## src/rtl/wb_pkg.sv

```systemverilog
// Shared widths and lane-field offsets for the multi-lane writeback stage.
// A lane is packed {valid, rf_we, rf_waddr, rf_wdata, pc, inst}, with inst in the LSBs.
package wb_pkg;

    localparam int RF_ADDR_W = 5;

    function automatic int lane_bits(input int xlen, input int pc_w, input int inst_w);
        return 2 + RF_ADDR_W + xlen + pc_w + inst_w;
    endfunction

    function automatic int off_pc(input int inst_w);
        return inst_w;
    endfunction

    function automatic int off_wdata(input int inst_w, input int pc_w);
        return inst_w + pc_w;
    endfunction

    function automatic int off_waddr(input int inst_w, input int pc_w, input int xlen);
        return inst_w + pc_w + xlen;
    endfunction

    function automatic int off_we(input int inst_w, input int pc_w, input int xlen);
        return inst_w + pc_w + xlen + RF_ADDR_W;
    endfunction

    function automatic int off_valid(input int inst_w, input int pc_w, input int xlen);
        return inst_w + pc_w + xlen + RF_ADDR_W + 1;
    endfunction

    // Register-file / forwarding lane is {we, waddr, wdata}.
    function automatic int wb2rf_lane_w(input int xlen);
        return 1 + RF_ADDR_W + xlen;
    endfunction

    function automatic int trace_entry_w(input int lanes, input int pc_w, input int inst_w);
        return lanes * (1 + pc_w + inst_w);
    endfunction

endpackage

```

## src/rtl/wb_trace_fifo.sv

```systemverilog
// Synchronous FIFO with a show-ahead head register; rdata reads 0 while empty.
// Pushes while full and pops while empty are ignored.
module wb_trace_fifo #(
    parameter int DEPTH = 8,
    parameter int WIDTH = 8,
    localparam int AW = $clog2(DEPTH)
) (
    input  logic             clk,
    input  logic             rst,
    input  logic             push,
    input  logic             pop,
    input  logic [WIDTH-1:0] wdata,
    output logic [WIDTH-1:0] rdata,
    output logic             full,
    output logic             empty,
    output logic [AW:0]      count
);

    logic [WIDTH-1:0] mem [DEPTH];
    logic [AW-1:0]    wr_ptr_reg;
    logic [AW-1:0]    rd_ptr_reg;
    logic [AW-1:0]    rd_ptr_next;
    logic [AW:0]      count_reg;
    logic [WIDTH-1:0] head_reg;
    logic             push_acc;
    logic             pop_acc;

    assign full        = (count_reg == (AW+1)'(DEPTH));
    assign empty       = (count_reg == '0);
    assign count       = count_reg;
    assign push_acc    = push & ~full;
    assign pop_acc     = pop & ~empty;
    assign rd_ptr_next = pop_acc ? rd_ptr_reg + 1'b1 : rd_ptr_reg;
    assign rdata       = empty ? '0 : head_reg;

    always_ff @(posedge clk) begin
        if (push_acc) begin
            mem[wr_ptr_reg] <= wdata;
        end
    end

    // Head is prefetched one edge ahead; bypass covers a write into the slot about to become head.
    always_ff @(posedge clk) begin
        if (rst) begin
            head_reg <= '0;
        end else if (push_acc && (wr_ptr_reg == rd_ptr_next)) begin
            head_reg <= wdata;
        end else begin
            head_reg <= mem[rd_ptr_next];
        end
    end

    always_ff @(posedge clk) begin
        if (rst) begin
            wr_ptr_reg <= '0;
            rd_ptr_reg <= '0;
            count_reg  <= '0;
        end else begin
            if (push_acc) begin
                wr_ptr_reg <= wr_ptr_reg + 1'b1;
            end
            rd_ptr_reg <= rd_ptr_next;
            case ({push_acc, pop_acc})
                2'b10:   count_reg <= count_reg + 1'b1;
                2'b01:   count_reg <= count_reg - 1'b1;
                default: count_reg <= count_reg;
            endcase
        end
    end

endmodule

```

## src/rtl/wb_stage_multi.sv

```systemverilog
// LANES-wide writeback stage: bundle register, x0/same-rd write masking, retire counter, debug fan-out.
// Optional trace FIFO of retired bundles is built when WB_TRACE_FIFO_EN is defined.
module wb_stage_multi
    import wb_pkg::*;
#(
    parameter int LANES       = 2,
    parameter int XLEN        = 64,
    parameter int PC_W        = 64,
    parameter int INST_W      = 32,
    parameter int TRACE_DEPTH = 8
) (
    input  logic                                   clk,
    input  logic                                   rst,
    input  logic [5:0]                             stall,
    input  logic [LANES*(2+RF_ADDR_W+XLEN+PC_W+INST_W)-1:0] mem2wb_bus,
    output logic [LANES*(1+RF_ADDR_W+XLEN)-1:0]    wb2rf_bus,
    output logic [LANES*(1+RF_ADDR_W+XLEN)-1:0]    wb2ex_fwd,
    output logic [63:0]                            retire_cnt,
    output logic                                   stall_req,
    output logic                                   trace_valid,
    input  logic                                   trace_ready,
    output logic [LANES*(1+PC_W+INST_W)-1:0]       trace_data,
    output logic                                   trace_ovf,
    output logic [LANES*PC_W-1:0]                  debug_wb_pc,
    output logic [LANES*8-1:0]                     debug_wb_rf_we,
    output logic [LANES*RF_ADDR_W-1:0]             debug_wb_rf_wnum,
    output logic [LANES*XLEN-1:0]                  debug_wb_rf_wdata
);

    localparam int LB        = lane_bits(XLEN, PC_W, INST_W);
    localparam int RFW       = wb2rf_lane_w(XLEN);
    localparam int OFF_PC    = off_pc(INST_W);
    localparam int OFF_WDATA = off_wdata(INST_W, PC_W);
    localparam int OFF_WADDR = off_waddr(INST_W, PC_W, XLEN);
    localparam int OFF_WE    = off_we(INST_W, PC_W, XLEN);
    localparam int OFF_VALID = off_valid(INST_W, PC_W, XLEN);

    logic [LANES*LB-1:0]              bundle_reg;
    logic [63:0]                      retire_cnt_reg;
    logic                             load_en;
    logic                             bubble_en;
    logic [LANES-1:0]                 in_valid;
    logic [2:0]                       in_valid_cnt;
    logic [LANES-1:0]                 lane_valid;
    logic [LANES-1:0]                 cand_we;
    logic [LANES-1:0]                 eff_we;
    logic [LANES-1:0][RF_ADDR_W-1:0]  lane_waddr;
    logic [LANES-1:0][XLEN-1:0]       lane_wdata;
    logic [LANES-1:0][PC_W-1:0]       lane_pc;
    logic [LANES*INST_W-1:0]          unused_inst;
    logic                             unused_stall;

    assign load_en      = ~stall[4];
    assign bubble_en    = stall[4] & ~stall[5];
    assign unused_stall = ^stall[3:0];

    always_ff @(posedge clk) begin
        if (rst) begin
            bundle_reg <= '0;
        end else if (bubble_en) begin
            bundle_reg <= '0;
        end else if (load_en) begin
            bundle_reg <= mem2wb_bus;
        end
    end

    always_comb begin
        in_valid_cnt = '0;
        for (int i = 0; i < LANES; i++) begin
            in_valid_cnt = in_valid_cnt + {2'b00, in_valid[i]};
        end
    end

    always_ff @(posedge clk) begin
        if (rst) begin
            retire_cnt_reg <= '0;
        end else if (load_en) begin
            retire_cnt_reg <= retire_cnt_reg + {61'd0, in_valid_cnt};
        end
    end

    assign retire_cnt = retire_cnt_reg;

    for (genvar gi = 0; gi < LANES; gi++) begin : g_lane
        assign in_valid[gi]   = mem2wb_bus[gi*LB + OFF_VALID];
        assign lane_valid[gi] = bundle_reg[gi*LB + OFF_VALID];
        assign lane_waddr[gi] = bundle_reg[gi*LB + OFF_WADDR +: RF_ADDR_W];
        assign lane_wdata[gi] = bundle_reg[gi*LB + OFF_WDATA +: XLEN];
        assign lane_pc[gi]    = bundle_reg[gi*LB + OFF_PC +: PC_W];
        assign unused_inst[gi*INST_W +: INST_W] = bundle_reg[gi*LB +: INST_W];
        assign cand_we[gi]    = lane_valid[gi] & bundle_reg[gi*LB + OFF_WE] & (lane_waddr[gi] != '0);

        assign wb2rf_bus[gi*RFW +: RFW] = eff_we[gi] ? {1'b1, lane_waddr[gi], lane_wdata[gi]} : '0;
        assign debug_wb_pc[gi*PC_W +: PC_W]                = lane_valid[gi] ? lane_pc[gi] : '0;
        assign debug_wb_rf_we[gi*8 +: 8]                   = {8{eff_we[gi]}};
        assign debug_wb_rf_wnum[gi*RF_ADDR_W +: RF_ADDR_W] = eff_we[gi] ? lane_waddr[gi] : '0;
        assign debug_wb_rf_wdata[gi*XLEN +: XLEN]          = eff_we[gi] ? lane_wdata[gi] : '0;
    end

    // Younger (higher) lane wins when two lanes target the same register.
    always_comb begin
        eff_we = '0;
        for (int i = 0; i < LANES; i++) begin
            eff_we[i] = cand_we[i];
            for (int j = i + 1; j < LANES; j++) begin
                if (cand_we[j] && (lane_waddr[j] == lane_waddr[i])) begin
                    eff_we[i] = 1'b0;
                end
            end
        end
    end

    assign wb2ex_fwd = wb2rf_bus;

`ifdef WB_TRACE_FIFO_EN
    localparam int TLW = 1 + PC_W + INST_W;
    localparam int TW  = trace_entry_w(LANES, PC_W, INST_W);
    localparam int CW  = $clog2(TRACE_DEPTH) + 1;

    logic [TW-1:0] trace_entry;
    logic          trace_push;
    logic          trace_pop;
    logic          fifo_full;
    logic          fifo_empty;
    logic [CW-1:0] unused_fifo_count;
    logic          trace_ovf_reg;

    for (genvar gi = 0; gi < LANES; gi++) begin : g_trace_lane
        assign trace_entry[gi*TLW +: TLW] = in_valid[gi]
            ? {1'b1, mem2wb_bus[gi*LB + OFF_PC +: PC_W], mem2wb_bus[gi*LB +: INST_W]}
            : '0;
    end

    assign trace_push  = load_en & (|in_valid);
    assign trace_valid = ~fifo_empty;
    assign trace_pop   = trace_valid & trace_ready;

    wb_trace_fifo #(
        .DEPTH (TRACE_DEPTH),
        .WIDTH (TW)
    ) u_trace_fifo (
        .clk   (clk),
        .rst   (rst),
        .push  (trace_push),
        .pop   (trace_pop),
        .wdata (trace_entry),
        .rdata (trace_data),
        .full  (fifo_full),
        .empty (fifo_empty),
        .count (unused_fifo_count)
    );

    always_ff @(posedge clk) begin
        if (rst) begin
            trace_ovf_reg <= 1'b0;
        end else if (trace_push && fifo_full) begin
            trace_ovf_reg <= 1'b1;
        end
    end

    assign trace_ovf = trace_ovf_reg;
    assign stall_req = fifo_full;
`else
    logic unused_trace_ready;

    assign unused_trace_ready = trace_ready;
    assign trace_valid        = 1'b0;
    assign trace_data         = '0;
    assign trace_ovf          = 1'b0;
    assign stall_req          = 1'b0;
`endif

endmodule
```

## config.mk

```make
export PLATFORM = sky130hd
export DESIGN_NAME = wb_stage_multi
export DESIGN_NICKNAME = d
export VERILOG_FILES = /design/src/rtl/wb_pkg.sv /design/src/rtl/wb_trace_fifo.sv /design/src/rtl/wb_stage_multi.sv
export SDC_FILE = /design/constraint.sdc
export NUM_CORES = 1
export LEC_CHECK = 0
export CAP_MARGIN = 20
export CORE_AREA = 5 5 454 456
export DETAILED_ROUTE_END_ITERATION = 8
export DIE_AREA = 0 0 459 461
export GPL_TIMING_DRIVEN = 0
export SYNTH_ARGS = -nofsm -noshare
export SYNTH_HDL_FRONTEND = slang
export SYNTH_SLANG_ARGS = --single-unit
export TNS_END_PERCENT = 30
```

## constraint.sdc

```tcl
create_clock -name clk -period 4.4 [get_ports clk]
set_input_delay 0.66 -clock clk [delete_from_list [all_inputs] [get_ports clk]]
set_output_delay 0.66 -clock clk [all_outputs]
set_load 0.03 [all_outputs]
```

### Word level (Yosys, flattened, before mapping)

Cells that the tools add are included.

| storage, ports and cells | value |
|---|---|
| bits in writable memories | 0 |
| bits of input ports | 343 |
| memories kept | 0 |
| output and inout bits | 823 |
| memory bits (read-only) | 0 |
| latch bits | 0 |
| register bits after elaboration | 398 |

| operators by class | value |
|---|---|
| add/sub/neg operators | 2 |
| shifts and indexed selects | 0 |
| bitwise gates (word level) | 6 |
| eq/ne operators | 1 |
| reductions and logical operators | 4 |
| divide/modulo/power cells | 0 |
| mux-type cells | 9 |
| multiply operators | 0 |
| order comparisons | 0 |

Operators with widths:

| cell | count |
|---|---|
| 64-bit two-way mux | 4 |
| 70-bit two-way mux | 2 |
| 64-bit by 2-bit adder with 64-bit output | 1 |
| 5-bit two-way mux | 2 |
| 5-bit nonzero test | 2 |
| 1-bit AND | 5 |
| 5-bit == test | 1 |
| 1-bit by 1-bit adder with 2-bit output | 1 |
| 2-bit OR reduction | 1 |
| 1-bit logical AND | 1 |
| 1-bit two-way mux | 1 |
| 1-bit NOT | 1 |

### Depth between registers and ports, before layout

Gate-level depths: netlist (run 1).

| logic depth | value |
|---|---|
| word-level depth | 5 |
| depth in mapped cells | 9 |
| depth with buffers taken out | 9 |

### Worst setup path before layout (run 1)

OpenSTA, ideal clock, no wires.

| timing | value |
|---|---|
| path type | register to output |
| start point | register bundle_reg[327] |
| end point | output port wb2ex_fwd[54] |
| arrival time | 2.190 ns |
| cell stages (with the launch flop) | 7 |
| slack | 1.550 ns |
| cell sequence | dfxtp_1 -> nor3_1 -> a21oi_1 -> a21oi_1 -> clkbuf_1 -> and2_1 -> buf_4 |

| on the way | value |
|---|---|
| word-level cells in the longest chain between the ends | 5 |

RTL lines:

| item | RTL line | source |
|---|---|---|
| start: declaration | wb_stage_multi.sv:38 | `logic [LANES*LB-1:0] bundle_reg;` |
| start signal: assignment | wb_stage_multi.sv:63 | `bundle_reg <= mem2wb_bus;` |
| 5-bit nonzero test | wb_stage_multi.sv:91 | `assign cand_we[gi] = lane_valid[gi] & bundle_reg[gi*LB + OFF_WE] & (lane_waddr[gi] != '0);` |
| 1-bit AND | wb_stage_multi.sv:91 |  |
| 1-bit logical AND (*) | wb_stage_multi.sv:106 | `if (cand_we[j] && (lane_waddr[j] == lane_waddr[i])) begin` |
| 1-bit two-way mux (*) | wb_stage_multi.sv:106 |  |
| net debug_wb_rf_we[0] | wb_stage_multi.sv:25 | `output logic [LANES*8-1:0] debug_wb_rf_we,` |
| 70-bit two-way mux (*) | wb_stage_multi.sv:93 | `assign wb2rf_bus[gi*RFW +: RFW] = eff_we[gi] ? {1'b1, lane_waddr[gi], lane_wdata[gi]} : '0;` |
| end: declaration | wb_stage_multi.sv:17 | `output logic [LANES*(1+RF_ADDR_W+XLEN)-1:0] wb2ex_fwd,` |

Mark *: on every way through the listed nets, which the timed path passes. The rest lies on a longest branch.

### Worst setup path in the final report (run 1)

| timing | value |
|---|---|
| start point | register bundle_reg[328] |
| end point | output port wb2rf_bus[77] |

| on the way | value |
|---|---|
| word-level cells in the longest chain between the ends | 3 |

RTL lines:

| item | RTL line | source |
|---|---|---|
| 5-bit nonzero test | wb_stage_multi.sv:91 |  |
| 1-bit AND | wb_stage_multi.sv:91 |  |
| 70-bit two-way mux | wb_stage_multi.sv:93 |  |
| end: declaration | wb_stage_multi.sv:16 | `output logic [LANES*(1+RF_ADDR_W+XLEN)-1:0] wb2rf_bus,` |

No other way between the ends.

==> metrics.csv, run 1 <==
metric;value;unit
status;completed;
p_sw;0.00247;W
synth_cell_types;40;
area_growth;83.6;%
slew-limit-headroom;0.235;
period_share;0.955;
drt_wl_total;147000;um
critPathMaxFanout;10;
hold_class;flop to flop;
cts_buffer_depth;3;
netlist_area;18000;um^2
routabilityCongestion;0.786;
grt_pass1_vias;17688;
arrival;3.54;ns
std_cell_rows;165;
grt_overflow_total;0;
finalPower;0.00831;W
p_int;0.00584;W
fin_util;0.164;
dieArea;212000;um^2
vias;18009;
setup_tns;0;ns
vdd_drop_max;0.268;mV
power_frac_seq;0.389;
synth_edf_count;0;
avgSynthCellArea;8.85;um^2
drive_gt1_frac;0.227;
path_clk_slew;0.08;ns
worstSetupPathType;flop to output port;
power.density;252;nW/um^2
grt_pass1_wl;182000;um
antenna_found_initial;92;
ant_nets;0;
dieHeight;461;um
fp.dieW;459;um
regArea;6690;um^2
ys_warn_count;0;
cts_tree;built;
setup_viol;0;
wl_per_cell;24.8;um
post-route-drc-count;0;
clock_latency;0.66;ns
max_freq;238;MHz
hpwl;132000;um
fillers;22573;
combPwrFrac;0.150;
cts_buffers;46;
root_buffer;clkbuf_16;
synth_top_flop_cell;dfxtp_1;
finalClockSkew;0.0260;ns
multi_input_area;8080;um^2
start_kind;flop;
ys_ff_latch;334;
start_util;0.0893;
power_frac_clock;0.462;
finalCriticalPeriod;4.20;ns
via_per_inst;3.04;
switching_share;0.298;
drt_pass1_iterations;5;
largest_register_ffs;270;
synthArstFlopShare;0;
nets;3533;
grt_max_degree;16;
cap_violations;0;
drt_iter0_markers;866;
synth_cells;2030;
ios;1166;
maxSlewViolCount;0;
cp.required;3.74;ns
h-tree-depth;2;
ys_seq_area_frac;0.372;
io_buffer_count;898;
coreArea;201000;um^2
worst_pin_slew;1.15;ns
end_kind;output port;
cts_sinks;334;
rsz0062_at_grt;false;
grt_use_total;0.132;
hold_violations;0;
leakage;13.8;nW
hold_buffers;0;
[cell usage in the layout (no fill, tap or decap), types with 24 or more instances in the layout]
master and n:
clkdlybuf4s50_1 853, buf_4 511, dfxtp_1 333, nor2_1 319, mux2i_1 271, conb_1 197, and2_1 164, clkbuf_1 81
and2_2 78, clkbuf_16 46, diode_2 35, a21oi_1 27, or3_1 26, nand4_1 24, o21ai_0 24
[worst max-delay path, cell delays in order, from the launching register on]
cell and delay, ns:
dfxtp_1 0.55, nor3_2 0.11, a21oi_4 0.29, clkbuf_4 0.31, clkbuf_1 0.35, and2_2 0.36
buf_4 0.15, clkdlybuf4s50_1 0.72
[power by group through the flow]
| stage | registers [W] | clock network (W) | logic (W) |
|---|---|---|---|
| 2_1_floorplan | 0.00326 | 0 | 0.000735 |
| 3_3_place_gp | 0.00329 | 0 | 0.00121 |
| 3_5_place_dp | 0.00330 | 0 | 0.00125 |
| 4_1_cts | 0.00323 | 0.00402 | 0.00125 |
| 5_1_grt | 0.00324 | 0.00410 | 0.00133 |
| 6_report | 0.00323 | 0.00384 | 0.00124 |
[cells in the mapped netlist (3+ instances only)]
| cell type | number | area, um^2 |
|---|---|---|
| and3_1 | 8 | 50.1 |
| or3_1 | 26 | 163 |
| nand3_1 | 23 | 115 |
| nand2_1 | 16 | 60.1 |
| nand4_1 | 24 | 150 |
| nor2_1 | 319 | 1200 |
| xnor2_1 | 21 | 184 |
| buf_1 | 14 | 52.6 |
| a21oi_1 | 28 | 140 |
| xor2_1 | 21 | 184 |
| dfxtp_1 | 334 | 6690 |
| buf_4 | 492 | 3690 |
| nor4_1 | 10 | 62.6 |
| clkbuf_1 | 82 | 308 |
| o21ai_0 | 24 | 120 |
| and4_1 | 4 | 35.0 |
| nor3_1 | 9 | 45.0 |
| nand4_2 | 5 | 62.6 |
| mux2i_1 | 271 | 2710 |
| and2_1 | 261 | 1630 |
| or4_1 | 3 | 22.5 |
| inv_1 | 12 | 45.0 |
[layout make-up]
class                      instances  area share
clock buffer                      60      0.0374
buffer                           589       0.124
multi-input combinational       1291       0.245
timing repair buffer             914       0.278
clock inverter                    24     0.00819
inverter                          12     0.00136
antenna                           35     0.00265
sequential                       334       0.203
tap                             2672       0.101
[per-layer routing]
layer	GRT usage	part of all wire	routed length (um)
met2	0.220	0.46	68200
met5	0	0.0018	264
met3	0.0491	0.10	14800
met4	0.0489	0.041	6030
met1	0.155	0.39	58000
[through the flow]
stage	std cells	hold WS, ns	setup WS, ns	instance area [um^2]
finish	5931	0.482	0.197	33000
CTS	5895	0.489	-0.0867	32900
floorplan	2226	0.455	1.55	18700
global route	5899	0.518	0.0369	32900
detailed placement	5811	0.475	-0.594	31300
global placement	5796	0.465	-1.54	31000
[logic make-up after synthesis]
family | count (synthesis) | synth area share
adders and majority gates | 2 | 0.00181
AOI/OAI and AO/OA | 55 | 0.0157
muxes | 271 | 0.151
DFF | 334 | 0.372
xor gates and xnor gates | 42 | 0.0205
other | 1 | 0.000209
buffers and inverters | 601 | 0.228
and+or+nand+nor | 724 | 0.210
[worst paths after layout]
check / startpoint / end / slack, ns / cells after the start
setup / recovery: bundle_reg[328]$_SDFFE_PP0N_ / wb2rf_bus[77] / 0.20 / 7
hold reg to reg: bundle_reg[146]$_SDFFE_PP0N_ / bundle_reg[146]$_SDFFE_PP0N_ / 0.48 / 2
hold / removal: bundle_reg[146]$_SDFFE_PP0N_ / bundle_reg[146]$_SDFFE_PP0N_ / 0.48 / 2
setup reg to reg: retire_cnt[21]$_SDFFE_PP0N_ / retire_cnt[59]$_SDFFE_PP0N_ / 0.95 / 5
[what timing repair did]
action	in CTS	in global routing
resized for setup	187	5
setup endpoints to repair	419	30
hold endpoints to repair	0	0
buffers inserted	0	0
pin swaps	0	0
(Power assumes the default switching activity.)
==> run 2, diff against run 1 <==
--- a/config.mk
+++ b/config.mk
@@ -5,7 +5,7 @@
 export SDC_FILE = /design/constraint.sdc
 export NUM_CORES = 1
 export LEC_CHECK = 0
-export CAP_MARGIN = 20
+export CAP_MARGIN = 25
 export CORE_AREA = 5 5 454 456
 export DETAILED_ROUTE_END_ITERATION = 8
 export DIE_AREA = 0 0 459 461
==> run 2 against run 1 <==
Clock skew grew 0.0079 ns. Clock power grew 4%. Final cell count grew 0.12%. Worst hold slack better by 0.00075 ns. Sequential share of layout area shrank 0.077 points. Critical path type unchanged. Highest routed layer unchanged. Power grew 1.9%. Non-clock buffer count grew 5. Critical path depth stayed put. First-iteration DRC count up 3.9%.
==> metrics.csv, run 2 (synthesized netlist as in run 1, its figures left out) <==
metric;value;unit;change
status;completed;;unchanged
finalPower;0.00846;W;was 0.00831 W
io_buffer_count;898;;unchanged
crit_buf_inv;4;;unchanged
critical-path-max-stage-delay;0.67;ns;was 0.72 ns
start_util;0.0893;;unchanged
drt_iter0_markers;900;;was 866
hold_violations;0;;unchanged
finalCriticalPeriod;4.23;ns;was 4.20 ns
finalClockSkew;0.0339;ns;was 0.0260 ns
power.density;255;nW/um^2;was 252 nW/um^2
ios;1166;;unchanged
max_freq;236;MHz;was 238 MHz
cap_violations;0;;unchanged
rsz0062_at_grt;false;;unchanged
setup_viol;0;;unchanged
start_kind;flop;;unchanged
cp.required;3.74;ns;about the same
arrival;3.57;ns;was 3.54 ns
hold_class;flop to flop;;unchanged
wl_per_cell;24.8;um;about the same
layout_commonest_cell;clkdlybuf4s50_1;;unchanged
switching_share;0.287;;was 0.298
fp.dieW;459;um;unchanged
area_growth;84.3;%;was 83.6%
period_share;0.962;;was 0.955
nets;3537;;was 3,533
mostFrequentLayoutCells;clkdlybuf4s50_1 (855), buf_4 (507), dfxtp_1 (333);;was clkdlybuf4s50_1 (853), buf_4 (511), dfxtp_1 (333)
p_sw;0.00243;W;was 0.00247 W
worst_pin_slew;1.13;ns;was 1.15 ns
cts_buffer_depth;3;;unchanged
grt_use_total;0.132;;about the same
dieHeight;461;um;unchanged
postCtsSetupBuffers;0;;unchanged
largest_register_ffs;270;;unchanged
end_kind;output port;;unchanged
std_cell_rows;165;;unchanged
antenna_found_initial;80;;was 92
p_int;0.00603;W;was 0.00584 W
cts_sinks;334;;unchanged
path_clk_slew;0.06;ns;was 0.08 ns
routabilityCongestion;0.786;;unchanged
power_frac_clock;0.470;;was 0.462
slew-limit-headroom;0.245;;was 0.235
drt_wl_total;147000;um;about the same
maxSlewViolCount;0;;unchanged
grt_overflow_total;0;;unchanged
finalInstanceArea;33100;um^2;was 33,000 um^2
grt_pass1_vias;17569;;was 17,688
hpwl;132000;um;about the same
cts_buffers;45;;was 46
clock_latency;0.67;ns;was 0.66 ns
critPathTopFamily;buffers and inverters;;unchanged
power_frac_seq;0.382;;was 0.389
grt_pass1_wl;183000;um;was 182,000 um
grt_max_degree;16;;unchanged
post-route-drc-count;0;;unchanged
coreArea;201000;um^2;unchanged
worstSetupPathType;flop to output port;;unchanged
dieArea;212000;um^2;unchanged
setup_tns;0;ns;unchanged
critPathMaxFanout;10;;unchanged
drive_gt1_frac;0.226;;was 0.227
vias;18015;;was 18,009
via_per_inst;3.03;;was 3.04
dpl_cell_area;31300;um^2;about the same
drt_pass1_iterations;5;;unchanged
combPwrFrac;0.148;;was 0.150
leakage;13.8;nW;about the same
root_buffer;clkbuf_16;;unchanged
vdd_drop_max;0.251;mV;was 0.268 mV
ant_nets;0;;unchanged
cp_cell_sequence;nor2_1, a21oi_4, clkbuf_4, clkbuf_1, and2_1, buf_4, clkdlybuf4s50_1;;was nor3_2, a21oi_4, clkbuf_4, clkbuf_1, and2_2, buf_4, clkdlybuf4s50_1
worst_path_max_delay_cell;clkdlybuf4s50_1;;unchanged
h-tree-depth;2;;unchanged
cts_tree;built;;unchanged
[run 2: changes by cell type in the layout (fill, tap and decap cells not counted), sizes merged, moves of 4 or more]
cell,previous run,this run
clkbuf,142,137
diode,35,43
clkinvlp,8,2
dlygate4sd2,21,25
bufinv,2,6
[run 2: worst register-to-register path, stage by stage, from the launching register on]
cell and delay [ns]:
dfxtp_1 0.42, nand4_1 0.83, nor4_4 1.17, nand4_2 0.42, or3_1 0.43, a21oi_1 0.16
[run 2: what timing repair did]
action | CTS | global route
hold buffers | 0 | 0
endpoints found under the setup margin | 418 | 87
pin swaps | 0 | 0
gates resized for setup | 179 | 4
[run 2: stage by stage]
stage          setup slack, ns  instances  hold WS [ns]  utilization
6_report                 0.169       5938         0.483        0.165
5_1_grt                 0.0313       5898         0.513        0.164
4_1_cts                 -0.132       5890         0.488        0.164
3_5_place_dp            -0.618       5812         0.475        0.155
3_3_place_gp             -1.54       5796         0.465        0.154
2_1_floorplan             1.55       2226         0.455            -
[run 2: path summary, 6_finish.rpt]
kind,from,end,slack (ns),depth (start not counted)
setup / recovery,bundle_reg[331]$_SDFFE_PP0N_,wb2ex_fwd[74],0.17,7
hold / removal,bundle_reg[132]$_SDFFE_PP0N_,bundle_reg[132]$_SDFFE_PP0N_,0.48,2
setup reg to reg,retire_cnt[21]$_SDFFE_PP0N_,retire_cnt[59]$_SDFFE_PP0N_,0.87,5
hold reg to reg,bundle_reg[132]$_SDFFE_PP0N_,bundle_reg[132]$_SDFFE_PP0N_,0.48,2
[run 2: power by group through the flow]
| stage | logic (W) | clock network [W] | registers [W] |
|---|---|---|---|
| global placement | 0.00121 | 0 | 0.00329 |
| finish | 0.00125 | 0.00398 | 0.00323 |
| detailed placement | 0.00125 | 0 | 0.00330 |
| global route | 0.00134 | 0.00424 | 0.00324 |
| floorplan | 0.000735 | 0 | 0.00326 |
| CTS | 0.00125 | 0.00417 | 0.00323 |
[run 2: routing by layer]
layer,up-vias,share of wire,GRT usage
met5,-,0.0023,0
met4,40,0.033,0.0381
met3,191,0.098,0.0516
met2,915,0.47,0.226
met1,8560,0.39,0.152
li1,8309,-,-
[run 2: final cells by class]
| cell class | instances | area [um^2] |
|---|---|---|
| tap | 2672 | 3340 |
| timing repair buffer | 919 | 9240 |
| buffer | 589 | 4090 |
| multi-input combinational | 1291 | 8070 |
| clock buffer | 56 | 1220 |
| fill | 22517 | 168000 |
| inverter | 12 | 45.0 |
| clock inverter | 22 | 328 |
| antenna | 43 | 108 |
| sequential | 334 | 6690 |
